--- config.mk ---
export PLATFORM = sky130hd
export DESIGN_NAME = keypad_entry_ctrl
export DESIGN_NICKNAME = d
export VERILOG_FILES = /design/src/rtl/keypad_entry_ctrl.sv
export SDC_FILE = /design/constraint.sdc
export NUM_CORES = 1
export LEC_CHECK = 0
export ABC_AREA = 1
export BUFFER_PORTS_ARGS = -buffer_cell sky130_fd_sc_hd__buf_4
export CORE_ASPECT_RATIO = 2
export CORE_MARGIN = 2
export CORE_UTILIZATION = 55
export CTS_CLUSTER_SIZE = 12
export DETAILED_ROUTE_END_ITERATION = 10
export HOLD_SLACK_MARGIN = 0.12
export PLACE_DENSITY = 0.76
export SYNTH_ARGS = -nofsm -noshare
export SYNTH_HDL_FRONTEND = slang
export SYNTH_SLANG_ARGS = --single-unit
export TNS_END_PERCENT = 10
--- constraint.sdc ---
create_clock -name clk -period 5.7 [get_ports clk]
set_input_delay 1.14 -clock clk [delete_from_list [all_inputs] [get_ports clk]]
set_output_delay 1.14 -clock clk [all_outputs]
set_load 0.03 [all_outputs]
--- src/rtl/keypad_entry_ctrl.sv ---
// Keypad entry controller: qualifies scanner presses, then applies one digit,
// command or function action per press to a 4-digit BCD entry buffer.
module keypad_entry_ctrl #(
  parameter int unsigned HOLD_MIN = 2
) (
  input  logic        clk,
  input  logic        reset_p,
  input  logic        key_valid,
  input  logic [3:0]  key_value,
  output logic [15:0] digits,
  output logic [2:0]  digit_cnt,
  output logic [13:0] value,
  output logic        value_valid,
  output logic        func_valid,
  output logic [3:0]  func_code,
  output logic        err
);

  typedef enum logic [1:0] {
    S_IDLE,
    S_QUALIFY,
    S_ACCEPT,
    S_WAIT_RELEASE
  } state_t;

  state_t      state_q, state_d;
  logic [7:0]  cnt_q, cnt_d;
  logic [15:0] digits_q, digits_d;
  logic [2:0]  digit_cnt_q, digit_cnt_d;
  logic [13:0] value_q, value_d;
  logic        value_valid_q, value_valid_d;
  logic        func_valid_q, func_valid_d;
  logic [3:0]  func_code_q, func_code_d;
  logic        err_q, err_d;

  function automatic logic [13:0] bcd_to_bin(input logic [15:0] bcd);
    return 14'(bcd[15:12]) * 14'd1000 + 14'(bcd[11:8]) * 14'd100
         + 14'(bcd[7:4]) * 14'd10 + 14'(bcd[3:0]);
  endfunction

  always_comb begin
    state_d       = state_q;
    cnt_d         = cnt_q;
    digits_d      = digits_q;
    digit_cnt_d   = digit_cnt_q;
    value_d       = value_q;
    func_code_d   = func_code_q;
    value_valid_d = 1'b0;
    func_valid_d  = 1'b0;
    err_d         = 1'b0;

    case (state_q)
      S_IDLE: begin
        if (key_valid) begin
          state_d = S_QUALIFY;
          cnt_d   = 8'd1;
        end
      end
      S_QUALIFY: begin
        // A release on the very cycle the count matures still counts as a glitch.
        if (!key_valid) begin
          state_d = S_IDLE;
          cnt_d   = 8'd0;
        end else if (cnt_q == 8'(HOLD_MIN)) begin
          state_d = S_ACCEPT;
        end else begin
          cnt_d = cnt_q + 8'd1;
        end
      end
      S_ACCEPT: begin
        state_d = S_WAIT_RELEASE;
        cnt_d   = 8'd0;
        if (key_value <= 4'd9) begin
          if (digit_cnt_q < 3'd4) begin
            digits_d    = {digits_q[11:0], key_value};
            digit_cnt_d = digit_cnt_q + 3'd1;
          end else begin
            err_d = 1'b1;
          end
        end else begin
          case (key_value)
            4'hE: begin
              if (digit_cnt_q != 3'd0) begin
                value_d       = bcd_to_bin(digits_q);
                value_valid_d = 1'b1;
                digits_d      = 16'h0000;
                digit_cnt_d   = 3'd0;
              end else begin
                err_d = 1'b1;
              end
            end
            4'hB: begin
              if (digit_cnt_q != 3'd0) begin
                digits_d    = {4'h0, digits_q[15:4]};
                digit_cnt_d = digit_cnt_q - 3'd1;
              end else begin
                err_d = 1'b1;
              end
            end
            4'hC: begin
              digits_d    = 16'h0000;
              digit_cnt_d = 3'd0;
            end
            default: begin
              func_code_d  = key_value;
              func_valid_d = 1'b1;
            end
          endcase
        end
      end
      S_WAIT_RELEASE: begin
        if (!key_valid) state_d = S_IDLE;
      end
      default: state_d = S_IDLE;
    endcase
  end

  always_ff @(posedge clk or posedge reset_p) begin
    if (reset_p) begin
      state_q       <= S_IDLE;
      cnt_q         <= 8'd0;
      digits_q      <= 16'h0000;
      digit_cnt_q   <= 3'd0;
      value_q       <= 14'd0;
      value_valid_q <= 1'b0;
      func_valid_q  <= 1'b0;
      func_code_q   <= 4'h0;
      err_q         <= 1'b0;
    end else begin
      state_q       <= state_d;
      cnt_q         <= cnt_d;
      digits_q      <= digits_d;
      digit_cnt_q   <= digit_cnt_d;
      value_q       <= value_d;
      value_valid_q <= value_valid_d;
      func_valid_q  <= func_valid_d;
      func_code_q   <= func_code_d;
      err_q         <= err_d;
    end
  end

  assign digits      = digits_q;
  assign digit_cnt   = digit_cnt_q;
  assign value       = value_q;
  assign value_valid = value_valid_q;
  assign func_valid  = func_valid_q;
  assign func_code   = func_code_q;
  assign err         = err_q;

endmodule

==> results of run 1 <==
-- area by class of cell --
type,count,area [sq um]
fill,667,2590
clock buffer,7,143
inverter,81,304
sequential,50,1250
timing repair buffer,46,345
multi-input combinational,379,2520
clock inverter,1,5.00
tap,92,115
-- cell usage after synthesis, drive strengths merged, types with 6 or more instances --
| library cell | count | area, sq um |
|---|---|---|
| xor2 | 7 | 61.3 |
| buf | 7 | 50.1 |
| dfrtp | 50 | 1250 |
| inv | 81 | 304 |
| o21ai | 33 | 165 |
| ha | 60 | 751 |
| nor2 | 29 | 109 |
| xnor2 | 7 | 61.3 |
| fa | 17 | 340 |
| nand4 | 6 | 37.5 |
| a21oi | 13 | 68.8 |
| nand2 | 159 | 599 |
| nand3 | 26 | 158 |
-- per-layer routing --
metal,vias up,GRT usage [%]
met3,25,3.63
met2,83,48.7
met5,-,0
li1,1732,-
met4,0,11.6
met1,1669,26.7
-- cell families after synthesis --
| logic type | synth area share, % |
|---|---|
| fa+ha+maj | 26.4 |
| flops | 30.3 |
| buf+inv | 8.67 |
| compound gates | 8.80 |
| simple gates | 22.8 |
| xor+xnor | 2.97 |
-- sequential cells by signal, summed over array words and instances, names as in the netlist, named ones only --
| register | flops |
|---|---|
| cnt_q | 8 |
| func_valid | 1 |
| digits | 16 |
| digit_cnt | 3 |
| func_code | 4 |
| value | 14 |
| value_valid | 1 |
| err | 1 |
| state_q | 1 |
-- worst paths after layout --
kind | startpoint | endpoint | slack (ps) | depth (start not counted)
worst max register to register | digits[14] | value[13] | 1320 | 19
max in group asynchronous | reset_p | func_code[3] | 3920 | 2
worst min-delay path | value[13] | value[13] | 480 | 2
min in group asynchronous | reset_p | value[2] | 1120 | 2
worst max-delay path | digits[14] | value[13] | 1320 | 19
worst min register to register | value[13] | value[13] | 480 | 2
-- critical path, cell delays in order, from the launching register on --
cell     delay (ps)
dfrtp_1         490
fa_1            610
inv_1           100
fa_1            500
inv_1            40
ha_1            340
nand2_1          60
o21ai_0         240
xor2_1          170
inv_1            60
ha_1            290
ha_1            300
ha_1            360
nand2_1         120
nor2_1          170
nand3_1          90
nand3_1         110
nand3_1          80
nand3_1          80
nand2_1          50
-- through the flow --
stage / instances / setup slack (ps) / total power [uW] / utilization, %
floorplan: 518 / 1510 / 1270 / -
global placement: 648 / 1450 / 1570 / 62.4
detailed placement: 648 / 1340 / 1600 / 62.4
CTS: 656 / 1330 / 1920 / 64.4
global route: 656 / 989 / 2070 / 64.4
finish: 656 / 1320 / 1900 / 64.4
-- report_power, final --
| part | switching (uW) | internal (uW) |
|---|---|---|
| Sequential | 117 | 437 |
| Combinational | 642 | 393 |
| Clock | 135 | 175 |
==> flow_summary_export.csv, run 1 <==
group,metric,value,unit
run_status,status,"completed",
detailed_routing,wl_met3,308,microns
yosys,ys_ff_latch,50,
yosys,yosysWarnings,0,
cells_and_area,insertedDiodeCount,0,
power_and_ir_drop,p_per_area,406,nW/um^2
place,placed_area,4530,sq um
timing,setup_viol_count_final,0,
global_route,grt_pass1_vias,3617,
timing,rsz0062_at_grt,"false",
timing,finalSetupTns,0,ps
detailed_routing,routed_wirelength,9.57,mm
detailed_routing,met1Wirelength,3.45,mm
timing,fin_crit,4380,ps
clocking,ctsLongestPathBuffers,2,
yosys,synth_ff_type,"dfrtp_1",
detailed_routing,drc,0,
place,hpwl,7.44,mm
cells_and_area,num-nets-final,647,
detailed_routing,vias,3509,
timing,worst_pin_slew,1080,ps
setup_path,critPathKind,"reg -> reg",
worst_hold_path,hold_path.class,"reg -> reg",
yosys,synth.distinct_cells,34,
timing,max_slew_margin,28.2,%
clocking,ctsResizeCount,0,
yosys,synth_enable_flop_cells,0,
power_and_ir_drop,leakage,0.00271,uW
global_route,globalRouteTotalUtil,25.7,%
die,die_h,126,microns
die,dieArea,8250,sq um
timing,fin_hold_ws,480,ps
timing,max_freq,228,MHz
clocking,root_buffer,"clkbuf_16",
cells_and_area,drive_gt1_share,12.1,%
global_route,grt_pass1_wl,16.5,mm
die,num_rows,44,
yosys,avgSynthCellArea,7.96,sq um
clocking,postCtsHoldBufs,0,
place,place.gp.congestion,0.838,
clocking,post_cts.repair.setup_buffers,0,
cells_and_area,fin_area,4680,sq um
clocking,cts_tree,"yes",
clocking,h-tree-depth,2,
clocking,insertion_delay,290,ps
place,portBuffers,46,
timing,post-route-period-util,76.9,%
yosys,ys_seq_area_share,30.3,%
die,ioPinCount,47,
global_route,grt_overflow,0,
detailed_routing,post_drt_wl_per_cell,14.6,microns
yosys,synthesis.nets,602,
yosys,async_flop_share,100,%
global_route,grt_max_degree,51,
timing,slew_viol_final,0,
detailed_routing,top_layer_used,"met4",
cells_and_area,syn2layout_area_growth,13.4,%
setup_path,crit_fanout,8,
yosys,syn_area,4130,sq um
clocking,cts.sinks,50,
timing,finClkSkew,5.09,ps
setup_path,end_kind,"flip-flop",
clocking,cts_made_buffers,5,
setup_path,worstPathRequired,5890,ps
die,chipWidth,65.2,microns
cells_and_area,layout_commonest_cell,"nand2_1",
detailed_routing,drt_iter0_drc,150,
timing,hold_violations,0,
clocking,path_clk_slew,70,ps
power_and_ir_drop,irDropWorstVdd,296,uV
detailed_routing,routed_via_density,5.35,
cells_and_area,final_cell_mix,"158 x nand2_1, 75 x inv_1, 60 x ha_1",
job,maxCapViolations,0,
setup_path,cp-start-kind,"flip-flop",
detailed_routing,route.met2.wl,5.46,mm
detailed_routing,ant_nets,0,
global_route,antenna_found_initial,0,
detailed_routing,dr.pass1.iters,6,
die,initial_core_util,56.8,%
setup_path,cp_data_arrival_time,4570,ps
die,coreArea,7270,sq um
yosys,syn_inst,518,
(Power assumes the default switching activity.)
==> inputs of run 2 (changes only) <==
--- a/config.mk
+++ b/config.mk
@@ -5,7 +5,7 @@
 export SDC_FILE = /design/constraint.sdc
 export NUM_CORES = 1
 export LEC_CHECK = 0
-export ABC_AREA = 1
+export ABC_AREA = 0
 export BUFFER_PORTS_ARGS = -buffer_cell sky130_fd_sc_hd__buf_4
 export CORE_ASPECT_RATIO = 2
 export CORE_MARGIN = 2
==> constraint.sdc (replaced) <==
create_clock -name clk -period 4.4 [get_ports clk]
set_input_delay 0.88 -clock clk [delete_from_list [all_inputs] [get_ports clk]]
set_output_delay 0.88 -clock clk [all_outputs]
set_load 0.03 [all_outputs]
==> flow_summary_export.csv, run 2 <==
group,metric,value,unit
clocking,cts.sinks,50,
clocking,postCtsHoldBufs,0,
cells_and_area,insertedDiodeCount,0,
run_status,status,"completed",
die,coreArea,6940,sq um
yosys,syn_area,3970,sq um
global_route,grt_pass1_wl,14.9,mm
detailed_routing,routed_via_density,5.62,
setup_path,cp-start-kind,"flip-flop",
timing,slew_viol_final,0,
setup_path,crit_fanout,6,
setup_path,r2r_end,"value[13]",
yosys,async_flop_share,100,%
timing,finClkSkew,8.04,ps
job,maxCapViolations,0,
timing,post-route-period-util,97.4,%
setup_path,worstPathRequired,4550,ps
detailed_routing,drt_iter0_drc,100,
yosys,avgSynthCellArea,9.44,sq um
place,hpwl,7.01,mm
setup_path,cp_data_arrival_time,4440,ps
detailed_routing,drc,0,
die,chipWidth,64.0,microns
cells_and_area,syn2layout_area_growth,20.3,%
clocking,path_clk_slew,70,ps
yosys,synth.top_cell.area_share,31.5,%
place,placed_area,4470,sq um
cells_and_area,num-nets-final,558,
die,die_h,124,microns
yosys,synth_enable_flop_cells,0,
clocking,root_buffer,"clkbuf_16",
cells_and_area,final_cell_mix,"58 x buf_4, 57 x nand2_1, 52 x ha_1",
global_route,grt_pass1_vias,3279,
setup_path,end_kind,"flip-flop",
clocking,insertion_delay,300,ps
yosys,syn_inst,420,
die,dieArea,7950,sq um
setup_path,reg2reg_depth,18,
timing,hold_violations,0,
timing,rsz0062_at_grt,"true",
yosys,synth.distinct_cells,47,
cells_and_area,fin_area,4770,sq um
yosys,yosysWarnings,0,
global_route,grt_overflow,0,
place,dp_cells,554,
global_route,globalRouteTotalUtil,24.5,%
cells_and_area,largest_reg_flops,16,
timing,max_freq,233,MHz
detailed_routing,dr.pass1.iters,4,
worst_hold_path,hp-start,"func_code[3]",
die,initial_core_util,57.1,%
timing,fin_crit,4280,ps
timing,finalSetupTns,0,ps
cells_and_area,fin_cells,565,
clocking,cts_made_buffers,5,
setup_path,rrSetupSlack,120,ps
clocking,h-tree-depth,2,
setup_path,timing.rr.start,"digits[13]",
yosys,synth_area_leaders,"dfrtp_1 32%, ha_1 19%, fa_1 8.6%",
cells_and_area,fillCellCount,555,
clocking,cts_tree,"yes",
die,ioPinCount,47,
yosys,synth.most_common_cell,"ha_1",
global_route,antenna_found_initial,0,
worst_hold_path,hold_depth,1,
yosys,synthesis.nets,504,
place,place.gp.congestion,0.855,
die,num_rows,43,
yosys,ys_seq_area_share,31.5,%
detailed_routing,vias,3177,
yosys,synth_ff_type,"dfrtp_1",
detailed_routing,ant_nets,0,
global_route,grt_max_degree,38,
setup_path,critPathKind,"reg -> reg",
worst_hold_path,hold_path.class,"reg -> reg",
detailed_routing,routed_wirelength,9.19,mm
clocking,ctsLongestPathBuffers,2,
place,portBuffers,46,
timing,worst_pin_slew,793,ps
yosys,synth_commonest_cells,"60 x ha_1, 57 x nand2_1, 51 x inv_1",
cells_and_area,layout_commonest_cell,"buf_4",
timing,max_slew_margin,47.1,%
detailed_routing,post_drt_wl_per_cell,16.3,microns
yosys,ys_ff_latch,50,
yosys,yosys.area.top_type,"dfrtp_1",
timing,setup_viol_count_final,0,
worst_hold_path,min_to,"func_code[3]",
cells_and_area,drive_gt1_share,20.8,%
## run 2: changes by cell type after synthesis, moves of 8 or more
cell / previous run / this run
a21o_1: 1 / 11
inv_1: 76 / 51
nand2_1: 158 / 57
nand3_1: 22 / 9
nor2_1: 29 / 15
xnor2_1: 7 / 15
## run 2: critical path, cell delays in order, from the launching register on
cell	delay [ps]
dfrtp_2	430
fa_1	580
inv_2	50
fa_1	490
inv_2	50
ha_4	210
nor2b_4	120
o21ai_1	130
nand2b_1	100
xnor2_1	170
ha_2	300
ha_4	220
ha_4	300
nand3_2	120
a31oi_1	190
o21ai_0	150
a211oi_2	260
xor2_1	190
o21ai_1	80
## run 2: logic make-up (layout without fill, tap and decap cells)
family	Yosys count	in the layout	share of synthesized area, %
AOI/OAI and AO/OA	100	100	16.2
muxes	3	3	0.789
adders and majority gates	77	77	27.5
DFF	50	50	31.5
and+or+nand+nor	107	107	12.8
xor gates and xnor gates	21	21	4.64
buffers and inverters	62	117	6.53
## run 2: repair_timing
action / 4_1_cts / 5_1_grt
endpoints found under the setup margin: 1 / 4
resized for setup: 2 / 23
pin swaps: 1 / 17
setup buffers: 0 / 3
## run 2: routing by layer
metal / track usage [%] / up-vias / share of wire, %
met2: 46.7 / 70 / 58
li1: - / 1539 / -
met4: 14.5 / 0 / 4.7
met3: 2.98 / 35 / 2.6
met5: 0 / - / 0
met1: 25.0 / 1533 / 35
## run 2: layout make-up
type                            instances  area [sq um]  share of cell area (%)
Clock buffer                            5           125                    2.62
Multi-Input combinational cell        308          2630                    55.1
Clock inverter                          3          21.3                   0.446
Inverter                               51           191                    4.01
Timing Repair Buffer                   58           435                    9.12
Sequential cell                        50          1250                    26.3
Tap cell                               90           113                    2.36
## run 2: worst max-delay path by stage
stage	start	endpoint	slack, ps	cells past startpoint
2_1_floorplan	digits[15]	value[13]	30	18
4_1_cts	digits[15]	value[13]	10	18
6_report	digits[13]	value[13]	120	18
3_3_place_gp	digits[15]	value[13]	70	18
5_1_grt	digits[13]	value[13]	-20	15
3_5_place_dp	digits[14]	value[13]	-30	18
## run 2: metrics by stage
step / utilization, % / worst slack, ps / hold WS (ps)
floorplan: - / 26.0 / 473
global placement: 64.4 / 72.8 / 451
detailed placement: 64.4 / -29.7 / 457
CTS: 66.6 / 10.7 / 475
global route: 68.8 / -16.3 / 500
finish: 68.8 / 116 / 469
Power of run 2 is not shown: default switching activity piles up to over one toggle a cycle in this logic, so the estimate is an artifact.
==> inputs of run 3 (changes only) <==
--- a/config.mk
+++ b/config.mk
@@ -7,13 +7,14 @@
 export LEC_CHECK = 0
 export ABC_AREA = 0
 export BUFFER_PORTS_ARGS = -buffer_cell sky130_fd_sc_hd__buf_4
-export CORE_ASPECT_RATIO = 2
+export CELL_PAD_IN_SITES_DETAIL_PLACEMENT = 1
+export CELL_PAD_IN_SITES_GLOBAL_PLACEMENT = 1
 export CORE_MARGIN = 2
-export CORE_UTILIZATION = 55
+export CORE_UTILIZATION = 46
 export CTS_CLUSTER_SIZE = 12
 export DETAILED_ROUTE_END_ITERATION = 10
 export HOLD_SLACK_MARGIN = 0.12
-export PLACE_DENSITY = 0.76
+export PLACE_DENSITY_LB_ADDON = 0.1
 export SYNTH_ARGS = -nofsm -noshare
 export SYNTH_HDL_FRONTEND = slang
 export SYNTH_SLANG_ARGS = --single-unit
==> flow_summary_export.csv, run 3 (synthesized netlist as in run 2, its figures left out) <==
group,metric,value,unit
run_status,status,"completed",
setup_path,r2r_end,"value[11]",
clocking,path_clk_slew,110,ps
timing,finClkSkew,14.6,ps
die,chipWidth,96.9,microns
timing,post-route-period-util,99.8,%
setup_path,cp_data_arrival_time,4550,ps
cells_and_area,drive_gt1_share,20.3,%
global_route,grt_max_degree,38,
worst_hold_path,hold_path.class,"reg -> reg",
clocking,cts_tree,"yes",
cells_and_area,syn2layout_area_growth,18.5,%
timing,slew_viol_final,0,
global_route,grt_pass1_wl,16.5,mm
die,initial_core_util,47.8,%
cells_and_area,insertedDiodeCount,0,
place,hpwl,7.44,mm
place,placed_area,4490,sq um
job,maxCapViolations,0,
detailed_routing,routed_wirelength,9.76,mm
detailed_routing,drc,0,
setup_path,rrSetupSlack,9,ps
die,dieArea,9380,sq um
timing,rsz0062_at_grt,"true",
die,ioPinCount,47,
clocking,h-tree-depth,2,
timing,worst_pin_slew,821,ps
die,coreArea,8300,sq um
global_route,grt_overflow,0,
setup_path,cp-endpoint,"value[11]",
detailed_routing,drt_iter0_drc,54,
clocking,insertion_delay,320,ps
cells_and_area,fin_area,4700,sq um
setup_path,crit_fanout,5,
place,portBuffers,46,
detailed_routing,ant_nets,0,
clocking,cts.sinks,50,
worst_hold_path,hp-start,"func_code[3]",
setup_path,critPathKind,"reg -> reg",
die,die_h,96.9,microns
cells_and_area,final_cell_mix,"57 x nand2_1, 57 x buf_4, 54 x ha_1",
setup_path,timing.rr.start,"digits[13]",
setup_path,end_kind,"flip-flop",
cells_and_area,num-nets-final,557,
cells_and_area,largest_reg_flops,16,
timing,max_slew_margin,45.3,%
global_route,grt_pass1_vias,3348,
global_route,antenna_found_initial,0,
timing,fin_crit,4390,ps
setup_path,cp-start-kind,"flip-flop",
detailed_routing,routed_via_density,5.41,
place,place.gp.congestion,0.813,
setup_path,reg2reg_depth,16,
timing,max_freq,228,MHz
timing,setup_viol_count_final,0,
global_route,globalRouteTotalUtil,21.2,%
setup_path,critPathLaunch,"digits[13]",
detailed_routing,dr.pass1.iters,4,
detailed_routing,post_drt_wl_per_cell,16.9,microns
detailed_routing,vias,3132,
clocking,root_buffer,"clkbuf_8",
clocking,postCtsHoldBufs,0,
clocking,cts_made_buffers,5,
setup_path,worstPathRequired,4560,ps
timing,hold_violations,0,
die,num_rows,33,
clocking,ctsLongestPathBuffers,2,
-- run 3: changes by cell type in the layout (fill, tap and decap cells not counted), moves of 2 or more --
cell	delta
clkbuf_16	-5
clkbuf_8	+6
a21oi_2	+2
ha_1	+2
-- run 3: critical path: stages, from the launching register on --
cell	delay [ps]
dfrtp_2	440
buf_4	170
ha_1	300
ha_1	280
ha_1	180
inv_1	70
fa_1	490
inv_1	60
fa_1	490
ha_1	310
ha_1	360
a21o_1	190
a21oi_2	190
nand2_1	130
a31oi_1	240
xor2_1	230
o21ai_0	110
-- run 3: final cells by class --
cell class                      instances  area [sq um]
Timing Repair Buffer                   57           428
Tap cell                              105           131
Multi-Input combinational cell        308          2590
Sequential cell                        50          1250
Clock inverter                          2          16.3
Fill cell                             956          3600
Inverter                               51           191
Clock buffer                            6          82.6
-- run 3: routing by layer --
layer	track usage (%)	vias up	share of wire, %
li1	-	1534	-
met1	29.4	1550	48
met2	36.2	41	49
met3	2.02	7	2.1
met4	4.23	0	0.87
met5	0	-	0
-- run 3: stage by stage --
step	instances	setup TNS, ps	utilization [%]	setup slack, ps	hold slack, ps
2_1_floorplan	420	0	-	26.0	473
3_3_place_gp	569	0	54.1	70.5	452
3_5_place_dp	569	-82.1	54.1	-82.1	453
4_1_cts	577	0	55.7	15.7	482
5_1_grt	579	-271	56.6	-142	527
6_report	579	0	56.6	8.64	479
-- run 3: worst min path at each step --
stage	slack [ps]	cells past startpoint	endpoint
global route	530	1	func_code[3]
floorplan	470	1	cnt_q[7]
global placement	450	1	func_code[3]
detailed placement	450	1	func_code[3]
CTS	480	1	func_code[3]
finish	480	1	func_code[3]
-- run 3: repair_timing --
| item | in CTS | in global routing |
|---|---|---|
| pin swaps | 3 | 15 |
| setup buffers | 0 | 2 |
| endpoints found under the setup margin | 1 | 3 |
| resized for setup | 4 | 15 |
Power of run 3 is left out for the same reason.
